$ cat src/rtl/jtkcpu_fetch_pkg.sv
// Shared encodings for the KCPU fetch unit and its sequencer.
package jtkcpu_fetch_pkg;

  typedef enum logic [1:0] {
    ST_IDLE = 2'd0,
    ST_OPC  = 2'd1,
    ST_BYTE = 2'd2
  } fetch_state_e;

  localparam logic [7:0] OP_NOP = 8'h00;

endpackage

$ cat src/rtl/jtkcpu_fetch.sv
// KCPU instruction fetch: owns pc, reads opcode/operand bytes from the byte bus.
// Request to data valid is 2 cen cycles (opcode, 8-bit operand) or 3 (16-bit); bus_wait holds all state.
module jtkcpu_fetch
  import jtkcpu_fetch_pkg::*;
#(
  parameter logic [15:0] PC_RST = 16'h0000
) (
  input  logic        clk,
  input  logic        rst_n,
  input  logic        cen,
  input  logic        ni,
  input  logic        opd,
  input  logic        memhi,
  input  logic        pc_jmp,
  input  logic [15:0] jmp_addr,
  input  logic [7:0]  din,
  input  logic        bus_wait,
  output logic [15:0] addr,
  output logic        rd,
  output logic [7:0]  op,
  output logic [15:0] mdata,
  output logic [15:0] pc,
  output logic        mem_busy,
  output logic        op_ok,
  output logic        err
);

  fetch_state_e state_q, state_d;
  logic         cnt_q, cnt_d;
  logic [15:0]  addr_q, addr_d;
  logic         rd_q, rd_d;
  logic [7:0]   op_q, op_d;
  logic [15:0]  mdata_q, mdata_d;
  logic [15:0]  pc_q, pc_d;
  logic         op_ok_q, op_ok_d;
  logic         err_q, err_d;

  logic [15:0]  pc_base;
  logic [15:0]  pc_inc;

  // A jump in the same cycle as a request redirects that request's address.
  assign pc_base = pc_jmp ? jmp_addr : pc_q;
  assign pc_inc  = pc_q + 16'd1;

  always_comb begin
    state_d = state_q;
    cnt_d   = cnt_q;
    addr_d  = addr_q;
    rd_d    = rd_q;
    op_d    = op_q;
    mdata_d = mdata_q;
    pc_d    = pc_q;
    op_ok_d = op_ok_q;
    err_d   = err_q;
    if (cen) begin
      op_ok_d = 1'b0;
      if ((ni && opd) || ((state_q != ST_IDLE) && (ni || opd || pc_jmp))) err_d = 1'b1;
      case (state_q)
        ST_IDLE: begin
          if (pc_jmp) pc_d = jmp_addr;
          if (ni) begin
            addr_d  = pc_base;
            rd_d    = 1'b1;
            state_d = ST_OPC;
          end else if (opd) begin
            addr_d  = pc_base;
            rd_d    = 1'b1;
            cnt_d   = memhi;
            state_d = ST_BYTE;
          end
        end
        ST_OPC: begin
          if (!bus_wait) begin
            op_d    = din;
            pc_d    = pc_inc;
            rd_d    = 1'b0;
            op_ok_d = 1'b1;
            state_d = ST_IDLE;
          end
        end
        ST_BYTE: begin
          if (!bus_wait) begin
            mdata_d = {mdata_q[7:0], din};
            pc_d    = pc_inc;
            if (cnt_q) begin
              cnt_d  = 1'b0;
              addr_d = pc_inc;
            end else begin
              rd_d    = 1'b0;
              state_d = ST_IDLE;
            end
          end
        end
        default: state_d = ST_IDLE;
      endcase
    end
  end

  always_ff @(posedge clk or negedge rst_n) begin
    if (!rst_n) begin
      state_q <= ST_IDLE;
      cnt_q   <= 1'b0;
      addr_q  <= 16'h0000;
      rd_q    <= 1'b0;
      op_q    <= OP_NOP;
      mdata_q <= 16'h0000;
      pc_q    <= PC_RST;
      op_ok_q <= 1'b0;
      err_q   <= 1'b0;
    end else begin
      state_q <= state_d;
      cnt_q   <= cnt_d;
      addr_q  <= addr_d;
      rd_q    <= rd_d;
      op_q    <= op_d;
      mdata_q <= mdata_d;
      pc_q    <= pc_d;
      op_ok_q <= op_ok_d;
      err_q   <= err_d;
    end
  end

  assign addr     = addr_q;
  assign rd       = rd_q;
  assign op       = op_q;
  assign mdata    = mdata_q;
  assign pc       = pc_q;
  assign op_ok    = op_ok_q;
  assign err      = err_q;
  assign mem_busy = rst_n & ((state_q != ST_IDLE) | ni | opd);

endmodule

$ cat config.mk
export PLATFORM = sky130hd
export DESIGN_NAME = jtkcpu_fetch
export DESIGN_NICKNAME = d
export VERILOG_FILES = /design/src/rtl/jtkcpu_fetch_pkg.sv /design/src/rtl/jtkcpu_fetch.sv
export SDC_FILE = /design/constraint.sdc
export NUM_CORES = 1
export LEC_CHECK = 0
export CAP_MARGIN = 20
export CORE_ASPECT_RATIO = 0.9
export CORE_MARGIN = 2
export CORE_UTILIZATION = 40
export DETAILED_ROUTE_END_ITERATION = 8
export HOLD_SLACK_MARGIN = 0.05
export PLACE_DENSITY = 0.72
export RECOVER_POWER = 50
export SLEW_MARGIN = 40
export SYNTH_ARGS = -nofsm -noshare
export SYNTH_HDL_FRONTEND = slang
export SYNTH_SLANG_ARGS = --single-unit
$ cat constraint.sdc
create_clock -name clk -period 2.7 [get_ports clk]
set_clock_uncertainty 0.1 [all_clocks]
set_input_delay 0.54 -clock clk [delete_from_list [all_inputs] [get_ports clk]]
set_output_delay 0.54 -clock clk [all_outputs]
set_load 0.1 [all_outputs]
==> key figures, run 1 <==
Critical path
  – CP required: 2.82 ns
  – Worst r2r path cells: 8
  – Crit end category: flop
  – Worst r2r src: state_q[0]
  – Worst setup SP type: flop
  – Crit path kind: flop to flop
  – Worst R2R End: pc[2]
  – Flop2flop setup slack: 0.37 ns
  – Crit-path max FO: 30
  – Worst path arrival time: between 2 and 2.5 ns

Outcome
  – Failing checks: capacitance limit, slew limit
  – Status: complete, but fails checks

Synth
  – Most used DFF post-synth: dfrtp_1
  – Synth warnings: 0
  – #FFs+latches synth: 62
  – Largest cells by area after synthesis: dfrtp_1 (46%), mux2_2 (11%), nand2_1 (4.3%), o21ai_0 (3.7%), a21oi_1 (3.3%)
  – Synth Area per Inst: around 9.7 µm²
  – Mapped Cells: 347
  – Ys async rst share: 100%
  – Sequential fraction of the synthesis area: a little under half
  – Area leader, netlist: dfrtp_1
  – Post-synth cell types: 54
  – Post-Syn Area: between 3000 and 4000 µm²
  – Post-synth top area share: around 46%
  – Post-Syn Nets: a little under 400
  – Number of synthesized flops with an enable pin: 0

Timing
  – RSZ-0062 raised after global routing: false
  – Slew HR: -5.04%
  – Least-Margin Pin Slew: around 1.6 ns
  – Setup TNS Final: 0 ns
  – Hold Vio Cnt, Final: 0
  – Setup-failing EPs final: 0
  – Fin crit period: 2.33 ns
  – Final period utilization: 86.5%
  – Slew Viols, Final: 63
  – F_max: 428 MHz

Placed design
  – # port buffers: 91
  – HPWL Detailed: 6700 µm
  – Gp weighted congestion: 0.885
  – Cell Area, Placed: 4290 µm²
  – Placed insts: 531

Final layout
  – # diodes: 0
  – Nets: 481
  – Finished Cell Area: 4380 µm²
  – P&R area growth vs syn: 29.5%
  – Final std cells w/o fill: roughly 550
  – Share of cells above drive strength 1: between 20 and 25%

Detailed routing
  – DR vias: 3,020
  – 1st-pass router iterations: 5
  – DRT antenna net count: 0
  – Routed WL: between 9000 and 10,000 µm
  – Initial drt markers: 224
  – DRC: 0
  – Wire per inst: 16.7 µm
  – Vias per cell: 5.52

Clocking
  – Root Buffer: clkbuf_8
  – H-tree lvl count: 3
  – Clock buffer depth: 2
  – CTS Hold Buffers Added: 0
  – Clk_lat worst skew: 0.35 ns
  – TritonCTS clock tree: yes
  – Num CTS Buffers: 9
  – Post_cts resized: 0
  – Post-CTS Setup Repair Bufs: 0
  – Clk sink count: 62
  – Clk pin slew, worst setup/hold paths: 0.07 ns

Worst hold path
  – WHS Path Cells: 1
  – Endpoint, Worst Hold: err
  – Hold path startpoint: err
  – Worst hold path class: flop to flop

Flow run
  – Max_cap viols: 1

Die
  – DIE AREA: 9200 µm²
  – Row cnt: 31
  – Initial core utilization: 41.7%
  – Die width: just over 100 µm
  – Top Ports: 92
  – Die Y: a little over 90 µm
  – Core area: 8110 µm²

Global routing
  – GRT overflow: 0
  – Grt met3 use: 4.93%
  – GRT Util Overall: a little over a fifth
  – Global Route met1 Usage: 29.6%
  – First-pass GRT wire length: 15,300 µm
  – Vias in the first global route: 3,000
  – Busiest grt layer: met2
  – Largest net degree at the start of global routing: 63
  – Initial antenna violation count: 0
  – Met2 Resource Use GR: 32.1%
## per-layer routing
layer  wire, µm  share of wire, %  vias up
met5          0                 0        -
li1           -                 -     1451
met1       4050                44     1438
met2       4300                47      112
met3        590               6.5       19
met4        200               2.2        0
## cells in the mapped netlist, drive strengths merged (4+ instances only)
library cell and number:
a21oi 22, o22ai 10, xnor2 4, clkbuf 11, nor3 6, mux2 32
ha 6, nand3 13, dfrtp 62, a31oi 4, nand2 39, o31ai 4
buf 9, nand4 4, o21ai 30, mux2i 8, nor2 27, inv 12
## flip-flops by register name, indices dropped and copies added (netlist names)
name     cells
mdata       16
rd           1
state_q      2
pc          16
op           8
err          1
addr        16
op_ok        1
cnt_q        1
## final cells by class
cell class	count	area (µm²)
tap	99	124
clock buffer	9	124
sequential	62	1550
fill	777	3730
inverter	12	45.0
multi-input combinational	253	1700
timing repair buffer	105	757
clock inverter	7	75.1
## kinds of logic (layout without fill, tap and decap cells)
logic type               after synthesis  count (layout)  share of synthesized area, %
multiplexers                          40              40                          13.0
adder cells (fa/ha/maj)                6               6                          2.22
AO/OA/AOI/OAI                         94              94                          17.2
AND/OR/NAND/NOR                      106             106                          15.8
flip-flops                            62              62                          45.9
buffers and inverters                 32             133                          4.04
XOR/XNOR                               7               7                          1.81
## cell usage in the layout, fill, tap and decap left out, drive strengths merged, types with 4 or more instances in the layout
cell type      count
clkdlybuf4s50     30
clkbuf            41
nand3             13
a31oi              4
xnor2              4
o22ai             10
a21oi             22
o21ai             30
nand4              4
buf               43
o31ai              4
inv               12
nor2              27
nor3               6
nand2             39
dfrtp             62
ha                 6
mux2i              8
mux2              32
## worst max path at each step
stage,start,endpoint,slack [ns],cells past startpoint
5_1_grt,state_q[0],pc[2],0.16,8
2_1_floorplan,pc[0],addr[14],0.03,6
4_1_cts,state_q[0],pc[2],0.40,8
3_3_place_gp,ni,addr[15],0.27,6
6_report,state_q[0],pc[2],0.37,8
3_5_place_dp,ni,addr[15],0.23,6
## critical path, cell delays in order, from the launching register on
cell and delay, ns:
dfrtp_1 0.42, inv_1 0.11, ha_1 0.34, buf_4 0.33, o211a_1 0.43, buf_4 0.23
nand3_1 0.08, o21ai_0 0.08, a21oi_1 0.09
## per-stage QoR
stage	setup slack, ns	hold slack (ns)	utilization (%)
after global routing	0.162	0.409	54.0
final	0.366	0.360	54.0
after global placement	0.269	0.359	53.0
after floorplan	0.0313	0.144	-
after detailed placement	0.226	0.351	53.0
after CTS	0.398	0.331	55.4
Power of run 1 is not shown: default switching activity piles up to over one toggle a cycle in this logic, so the estimate is an artifact.
==> run 2, diff against run 1 <==
--- a/config.mk
+++ b/config.mk
@@ -7,2 +7,3 @@
 export LEC_CHECK = 0
+export ABC_CLOCK_PERIOD_IN_PS = 2700
 export CAP_MARGIN = 20
--- a/constraint.sdc
+++ b/constraint.sdc
@@ -4,2 +4,2 @@
 set_output_delay 0.54 -clock clk [all_outputs]
-set_load 0.1 [all_outputs]
+set_load 0.05 [all_outputs]
==> key figures, run 2 (same netlist as run 1, synthesis figures left out) <==
Die
  – DIE AREA: 9200 µm²
  – Die width: between 100 and 150 µm
  – Die Y: 91.2 µm
  – Top Ports: 92
  – Initial core utilization: 41.7%
  – Row cnt: 31
  – Core area: slightly above 8000 µm²

Timing
  – Setup TNS Final: 0 ns
  – RSZ-0062 raised after global routing: false
  – Least-Margin Pin Slew: 1.57 ns
  – Fin Hold WS: around 0.38 ns
  – Hold Vio Cnt, Final: 0
  – Final period utilization: 90.6%
  – Setup-failing EPs final: 0
  – Setup ws final: 0.254 ns
  – F_max: 409 MHz
  – Fin crit period: 2.45 ns
  – Slew HR: -4.41%
  – Slew Viols, Final: 63

Critical path
  – CP required: 2.06 ns
  – Worst setup SP type: flop
  – Crit path kind: flop to output pin
  – Worst path slowest cell: clkdlybuf4s50_1
  – Crit-path max cell delay: approximately 0.90 ns
  – Worst path arrival time: 1.81 ns
  – Worst Path Buf+Inv: 1
  – Family with the most delay on the worst path: buffers and inverters
  – Crit-path max FO: 11
  – Crit end category: output pin
  – Critical path, cell by cell: clkdlybuf4s50_1

Clocking
  – Clock buffer depth: 2
  – Root Buffer: clkbuf_8
  – Post_cts resized: 0
  – Num CTS Buffers: 9
  – H-tree lvl count: 3
  – Clk sink count: 62
  – Clk pin slew, worst setup/hold paths: 0.07 ns
  – Post-CTS Setup Repair Bufs: 0
  – CTS Hold Buffers Added: 0
  – Clk_lat worst skew: 0.34 ns
  – TritonCTS clock tree: yes

Final layout
  – Share of cells above drive strength 1: 15.0%
  – Leading cell types in the layout, fill and taps excluded: clkdlybuf4s50_1 (88), dfrtp_1 (62), nand2_1 (39), mux2_2 (32), nor2_1 (27)
  – P&R area growth vs syn: 37.2%
  – Commonest non-fill, non-tap cell in the layout: clkdlybuf4s50_1
  – Multi-input gate area: 1700 µm²
  – Post-layout util: 57.2%
  – Storage cell area: 1550 µm²
  – Nets: ~480
  – Fillers: a little over 700
  – # diodes: 0

Global routing
  – First-pass GRT wire length: 14,900 µm
  – GRT overflow: 0
  – Vias in the first global route: 2,976
  – GRT Util Overall: 20.7%
  – Initial antenna violation count: 0
  – Largest net degree at the start of global routing: 63

Placed design
  – Gp weighted congestion: 0.846
  – # port buffers: 91
  – HPWL Detailed: between 6000 and 7000 µm
  – Pre-CTS WS: 0.153 ns

Detailed routing
  – Vias per cell: approximately 5.5
  – 1st-pass router iterations: 5
  – Routed WL: roughly 9100 µm
  – DRT antenna net count: 0
  – DR vias: ~3,000
  – DRC: 0
  – Wire per inst: 16.7 µm
  – Initial drt markers: roughly 280

Outcome
  – Status: complete, but fails checks
  – Failing checks: capacitance limit, slew limit

Flow run
  – Max_cap viols: 1

Worst hold path
  – Worst hold path class: flop to flop
==> run 2: cell count changes in the layout (fill, tap and decap cells not counted), sizes merged <==
| cell | change |
|---|---|
| clkdlybuf4s50 | +58 |
| buf | -34 |
| clkbuf | -24 |
| clkinvlp | -3 |
| bufinv | +2 |
| clkinv | -2 |
| dlygate4sd3 | +1 |
==> run 2: path summary, 6_finish.rpt <==
check,endpoint,cells past startpoint,from,slack (ns)
setup / recovery,pc[3],1,pc[3],0.25
hold / removal,err,1,err,0.38
setup reg to reg,pc[11],7,state_q[0],0.40
hold reg to reg,err,1,err,0.38
max in group asynchronous,pc[5],2,rst_n,0.90
min in group asynchronous,state_q[0],2,rst_n,0.64
==> run 2: final cells by class <==
| class | instances | share of cell area, % |
|---|---|---|
| multi-input combinational | 253 | 36.6 |
| sequential | 62 | 33.5 |
| timing repair buffer | 103 | 21.4 |
| clock buffer | 12 | 2.91 |
| tap | 99 | 2.67 |
| clock inverter | 4 | 2.05 |
| inverter | 12 | 0.971 |
==> run 2: through the flow <==
stage,instances,area (µm²)
detailed placement,529,4420
CTS,545,4650
floorplan,347,3380
global route,545,4640
finish,545,4640
global placement,529,4420
==> run 2: routing by layer <==
metal / part of all wire [%] / wire, µm / up-vias / global-route usage, %
met3: 4.8 / 435 / 19 / 3.31
met1: 45 / 4090 / 1456 / 29.5
met2: 48 / 4370 / 95 / 30.8
li1: - / - / 1446 / -
met4: 2.5 / 231 / 0 / 9.80
met5: 0 / 0 / - / 0
Power of run 2 is left out for the same reason.
